### src/rtl/serial_adder_if.sv
// Operand/result bundle for the bit-serial adder; master issues start+operands, slave returns busy/done/result.
interface serial_adder_if #(parameter int WIDTH = 8);
    logic             start;
    logic [WIDTH-1:0] a;
    logic [WIDTH-1:0] b;
    logic             cin;
    logic             busy;
    logic             done;
    logic [WIDTH-1:0] sum;
    logic             cout;

    modport master (output start, a, b, cin, input busy, done, sum, cout);
    modport slave  (input start, a, b, cin, output busy, done, sum, cout);
endinterface

### src/rtl/serial_adder.sv
// Bit-serial adder, LSB first: {cout,sum} = a+b+cin; WIDTH cycles busy, done pulses the cycle after.
// No backpressure: start is only honoured in IDLE, ignored while busy or done.
module serial_adder #(
    parameter int WIDTH = 8
) (
    input  logic           clk,
    input  logic           rst_n,
    serial_adder_if.slave  bus
);
    localparam int CW = $clog2(WIDTH);

    typedef enum logic [1:0] {IDLE = 2'd0, RUN = 2'd1, DONE = 2'd2} state_t;

    state_t           state;
    logic [WIDTH-1:0] a_sh;
    logic [WIDTH-1:0] b_sh;
    logic [WIDTH-1:0] res;
    logic [WIDTH-1:0] sum_q;
    logic [CW-1:0]    cnt;
    logic             carry;
    logic             cout_q;
    logic             busy_q;
    logic             done_q;

    logic             s_bit;
    logic             c_next;
    logic             last_bit;

    // Single full-adder cell on the current LSBs.
    assign s_bit    = a_sh[0] ^ b_sh[0] ^ carry;
    assign c_next   = (a_sh[0] & b_sh[0]) | (carry & (a_sh[0] ^ b_sh[0]));
    assign last_bit = (cnt == CW'(WIDTH - 1));

    always_ff @(posedge clk or negedge rst_n) begin
        if (!rst_n) begin
            state  <= IDLE;
            a_sh   <= '0;
            b_sh   <= '0;
            res    <= '0;
            sum_q  <= '0;
            cnt    <= '0;
            carry  <= 1'b0;
            cout_q <= 1'b0;
            busy_q <= 1'b0;
            done_q <= 1'b0;
        end else begin
            case (state)
                IDLE: begin
                    if (bus.start) begin
                        a_sh   <= bus.a;
                        b_sh   <= bus.b;
                        carry  <= bus.cin;
                        cnt    <= '0;
                        state  <= RUN;
                        busy_q <= 1'b1;
                    end
                end
                RUN: begin
                    a_sh  <= a_sh >> 1;
                    b_sh  <= b_sh >> 1;
                    carry <= c_next;
                    res   <= {s_bit, res[WIDTH-1:1]};
                    if (last_bit) begin
                        // Counter is held on the final bit so it never wraps mid-operation.
                        sum_q  <= {s_bit, res[WIDTH-1:1]};
                        cout_q <= c_next;
                        state  <= DONE;
                        busy_q <= 1'b0;
                        done_q <= 1'b1;
                    end else begin
                        cnt <= cnt + 1'b1;
                    end
                end
                DONE: begin
                    state  <= IDLE;
                    done_q <= 1'b0;
                end
                default: begin
                    state  <= IDLE;
                    busy_q <= 1'b0;
                    done_q <= 1'b0;
                end
            endcase
        end
    end

    assign bus.busy = busy_q;
    assign bus.done = done_q;
    assign bus.sum  = sum_q;
    assign bus.cout = cout_q;
endmodule

### src/flat_wrapper.sv
// flat-port wrapper written by rule: the top's interface ports become plain ports
module serial_adder_flat 
#(
    parameter int WIDTH = 8
)
  (clk, rst_n, bus_start, bus_a, bus_b, bus_cin, bus_busy, bus_done, bus_sum, bus_cout);
  serial_adder_if #(.WIDTH(WIDTH)) bus_i ();
  input  logic clk;
  input  logic rst_n;
  input wire logic [$bits(bus_i.start)-1:0] bus_start;
  input wire logic [$bits(bus_i.a)-1:0] bus_a;
  input wire logic [$bits(bus_i.b)-1:0] bus_b;
  input wire logic [$bits(bus_i.cin)-1:0] bus_cin;
  output wire logic [$bits(bus_i.busy)-1:0] bus_busy;
  output wire logic [$bits(bus_i.done)-1:0] bus_done;
  output wire logic [$bits(bus_i.sum)-1:0] bus_sum;
  output wire logic [$bits(bus_i.cout)-1:0] bus_cout;
  assign bus_i.start = bus_start;
  assign bus_i.a = bus_a;
  assign bus_i.b = bus_b;
  assign bus_i.cin = bus_cin;
  assign bus_busy = bus_i.busy;
  assign bus_done = bus_i.done;
  assign bus_sum = bus_i.sum;
  assign bus_cout = bus_i.cout;
  serial_adder #(.WIDTH(WIDTH)) u_core (.clk(clk), .rst_n(rst_n), .bus(bus_i));
endmodule
### config.mk
export PLATFORM = sky130hd
export DESIGN_NAME = serial_adder_flat
export DESIGN_NICKNAME = d
export VERILOG_FILES = /design/src/rtl/serial_adder_if.sv /design/src/rtl/serial_adder.sv /design/src/flat_wrapper.sv
export SDC_FILE = /design/constraint.sdc
export NUM_CORES = 1
export LEC_CHECK = 0
export ABC_AREA = 1
export BUFFER_PORTS_ARGS = -buffer_cell sky130_fd_sc_hd__buf_2
export CORE_MARGIN = 4
export CORE_UTILIZATION = 30
export CTS_CLUSTER_DIAMETER = 100
export DETAILED_ROUTE_END_ITERATION = 8
export HOLD_SLACK_MARGIN = 0.05
export PLACE_DENSITY_LB_ADDON = 0.05
export SLEW_MARGIN = 0
export SYNTH_ARGS = -nofsm -noshare
export SYNTH_HDL_FRONTEND = slang
export SYNTH_SLANG_ARGS = --single-unit
export TNS_END_PERCENT = 50
### constraint.sdc
create_clock -name clk -period 2.21 [get_ports clk]
set_input_delay 0.3315 -clock clk [delete_from_list [all_inputs] [get_ports clk]]
set_output_delay 0.3315 -clock clk [all_outputs]
set_load 0.005 [all_outputs]
# Yosys cells after proc, flatten, opt, wreduce, memory -nomap -nowiden
# Index checks and enable logic that the tools add are counted.
# word_totals
input_bits,20
out_inout_bits,11
register_bits,41
# op_classes
n_addsub,1
eq_ne,6
mux,17
bitwise,7
n_reduce_logical,8
# ops
cell,count
case mux 8 bit (2 select lines),2
two-way mux 8 bit,2
AND reduction 2 bit,4
two-way mux 3 bit,2
case mux 3 bit (2 select lines),1
AND reduction 3 bit,2
two-way mux 1 bit,4
two-way mux 2 bit,2
"inequality test 2 bit, second input constant",2
case mux 1 bit (2 select lines),2
case mux 2 bit (2 select lines),1
"adder 3 x 1 -> 3 bit, second input constant",1
"equality test 3 bit, second input constant",1
case mux 1 bit (3 select lines),1
bitwise AND 1 bit,2
"equality test 2 x 1 -> 1 bit, second input constant",1
"equality test 2 bit, second input constant",1
zero test 2 bit,1
"inequality test 2 x 1 -> 1 bit, second input constant",1
inverter 1 bit,2
nonzero test 2 bit,1
XOR 1 bit,2
OR 1 bit,1

# Depth between registers and ports, before layout
# depth
word_depth,4
ltp_mapped,8

# Worst setup path after synthesis
# No wires, ideal clock.
# synth_path
path_type,register to register
start,reg u_core.cnt[0]
end,reg u_core.done_q (netlist: u_core.bus.done)
path_slack_ps,977
stages_incl_launch_ff,6
required_ps,2090
t_arrival_ps,1113
setup_time_ps,120
period_less_slack_ps,1233
cell_sequence,dfrtp_1 ha_1 ha_1 nand2_2 buf_6 nand2_1
# synth_between
elab_chain_cells,3
# synth_lines
element,line_no,text
"start, declared",serial_adder.sv:19,logic [CW-1:0] cnt;
"start signal, assigned",serial_adder.sv:71,cnt <= cnt + 1'b1;
equality test 3 bit,serial_adder.sv:32,assign last_bit = (cnt == CW'(WIDTH - 1));
inequality test 2 x 1 -> 1 bit (no source line),n/a,
AND reduction 2 bit (no source line),n/a,
"end signal, assigned",serial_adder.sv:45,done_q <= 1'b0;
"end signal, assigned",serial_adder.sv:69,done_q <= 1'b1;
"end signal, assigned",serial_adder.sv:76,done_q <= 1'b0;
"end, declared",serial_adder.sv:23,logic done_q;
# Every way passes these cells.
# A chain may end at the register's enable or synchronous reset.

# Worst setup path in the final report
# layout_path
start,reg u_core.cnt[0]
end,reg u_core.cout_q (netlist: u_core.bus.cout)
# layout_between
elab_chain_cells,2
# layout_lines
element,line_no,text
equality test 3 bit,serial_adder.sv:32,
AND reduction 2 bit (no source line),n/a,
"end signal, assigned",serial_adder.sv:66,cout_q <= c_next;
"end, declared",serial_adder.sv:21,logic cout_q;
# Every way passes these cells.

==> metrics.txt <==
status=finished, final reports clean; FMAX=667 MHz; Total GRT Usage=0.116; CTS tree=built; Least-Margin Pin Slew=524 ps; CP max stage delay=about 410 ps; WL per Instance=around 12 µm; GRT Residual Overflow=0; number of diodes=0; via count=1448; post-synthesis sequential area ratio=0.544; CP Max Fanout=18; Worst Hold Slack=between 80 and 90 ps; reg2reg start=u_core.cnt[0]; area grow syn2layout=17.9%; die width=86.3 µm; first-pass detailed-route iteration total=4; area of the multi-input gates=711 µm²; IO buf count=30; Site Rows=28; gpl congestion=0.723; post-CTS setup buffers=0; core area=5920 µm²; Starting Density=0.311; Syn Inst Count=220; max_cap viols=0; synth warn=0; RSZ-0062 raised after global routing=no; PwrDens=1380 nW/µm²; antenna violations before repair=0; leading area contributor after synthesis=dfrtp_1; largest net degree at the start of global routing=between 40 and 50; CTS Root Cell=clkbuf_8; Post-CTS Resized=0; number of clock sinks=40; TNS Setup=0 ps; die height=86.3 µm; Synth top area share=0.544; WL final=3970 µm; crit path launch=u_core.cnt[0]; first-pass GRT wire length=6820 µm; DRC viols=0; CP Class=reg2reg; CP arrival=around 1700 ps; minimum clock period=1500 ps; Worst Path Required=2400 ps; clk_skew=9.82 ps; nets=276; Die ar.=7450 µm²; synthesized cell area=1840 µm²; Setup Viol. Count Final=0; maximum vdd drop=0.373 mV; Hold Path Class=in2async; boundary pin count=31; max-slew violations=0; DR vias/cell=between 4 and 5; Hold Vio Cnt, Final=0; Bufs and invs on worst path=1; flop-to-flop setup slack=710 ps; post-route ant nets=0; CP max stage cell=dfrtp_1; Seq. cell area=1000 µm²; Worst-Skew Late Latency=300 ps; Synth cell types=18; RR Endpoint=u_core.bus.cout; fin crit share=0.678; Reg clk slew, reported paths=approximately 90 ps; crit path cell chain=ha_1 > ha_1 > nand2_2 > inv_1 > nand2_1 > nand2_1; Post-DP HPWL=2640 µm; cts hold-fix bufs=0; Avg Synthesized Cell Area=8.36 µm²; H-tree Lvls=2; vias in the first global route=between 1000 and 1500; top cells by area, synth=dfrtp_1 54%, nand2_1 22%, nand3_1 5.4%; kind of end point of the critical path=flop; critical path startpoint category=flop; Leak Pwr=around 1.2 nW; cell family with most CP delay=simple AND/OR/NAND/NOR gates; CTS Buf Count=5; Max-slew headroom=0.650; number of synthesized register bits=40; # fillers=624; clk buf depth=2; DR iter-0 viols=68; share of post-route cells with drive strength above 1=0.217; post-synth net total=243; R2R depth=6
-- worst max path at each step --
stage,end,slack [ps],depth (start not counted)
after global routing,u_core.bus.sum[0],570,6
final,u_core.bus.cout,710,6
after CTS,u_core.bus.sum[0],690,6
after detailed placement,u_core.bus.sum[0],710,6
after floorplan,u_core.bus.done,980,5
after global placement,u_core.bus.sum[0],710,6
-- metal layers --
| layer | GRT usage | wire length [µm] |
|---|---|---|
| met1 | 0.157 | 1960 |
| met2 | 0.184 | 1820 |
| met3 | 0.0323 | 170 |
| met4 | 0.0297 | 17 |
| met5 | 0 | 0 |
-- where the power goes --
group	leakage (nW)	internal [mW]	switching (mW)
Clock	0.0541	0.335	0.278
Sequential	0.508	1.05	0.198
Combinational	0.647	0.451	0.687
-- per-stage QoR --
step	util	power, mW	setup WS, ps	instance area, µm²	std cells
2_1_floorplan	-	2.10	977	1840	220
3_3_place_gp	0.347	2.45	711	2060	321
3_5_place_dp	0.347	2.44	706	2060	321
4_1_cts	0.366	3.07	690	2170	329
5_1_grt	0.366	3.31	568	2170	329
6_report	0.366	3.00	711	2170	329
-- Yosys cell counts (all sizes together) --
cell,count
o21ai,16
clkbuf,1
nand3,20
nor2,2
ha,2
buf,9
dfrtp,40
nand2,111
inv,15
fa,1
nand4,3
-- kinds of logic (layout without fill, tap and decap cells) --
family | count (synthesis) | in the layout | share of synthesized area
AO/OA/AOI/OAI | 16 | 16 | 0.0639
adder cells (fa/ha/maj) | 3 | 3 | 0.0245
buffers and inverters | 25 | 59 | 0.0694
flip-flops | 40 | 40 | 0.544
AND/OR/NAND/NOR | 136 | 136 | 0.298
-- sequential cells by signal, indices dropped and copies added (netlist names) --
signal,flops
u_core.carry,1
u_core.cnt,3
u_core.a_sh,8
u_core.b_sh,8
u_core.bus.cout,1
u_core.bus.sum,8
u_core.res,7
u_core.bus.busy,1
u_core.bus.done,1
u_core.state,2
-- layout by cell type (no fill, tap or decap) --
master / n
dfrtp_1: 40
nand3_1: 20
nand2_2: 1
nor2_1: 1
nand4_1: 3
clkbuf_8: 5
bufinv_16: 1
o21ai_4: 1
o21ai_2: 7
nor2_2: 1
o21ai_0: 8
clkinv_2: 1
nand2_1: 110
buf_4: 6
fa_1: 1
inv_1: 14
clkinvlp_4: 1
ha_1: 2
inv_2: 1
buf_2: 30
-- final cells by class --
| class | count | area share |
|---|---|---|
| Clock buffer | 5 | 0.0317 |
| Multi-Input combinational cell | 155 | 0.328 |
| Tap cell | 75 | 0.0433 |
| Inverter | 15 | 0.0260 |
| Sequential cell | 40 | 0.462 |
| Timing Repair Buffer | 36 | 0.0900 |
| Clock inverter | 3 | 0.0196 |
No activity file was read; power rests on OpenSTA's default activity.
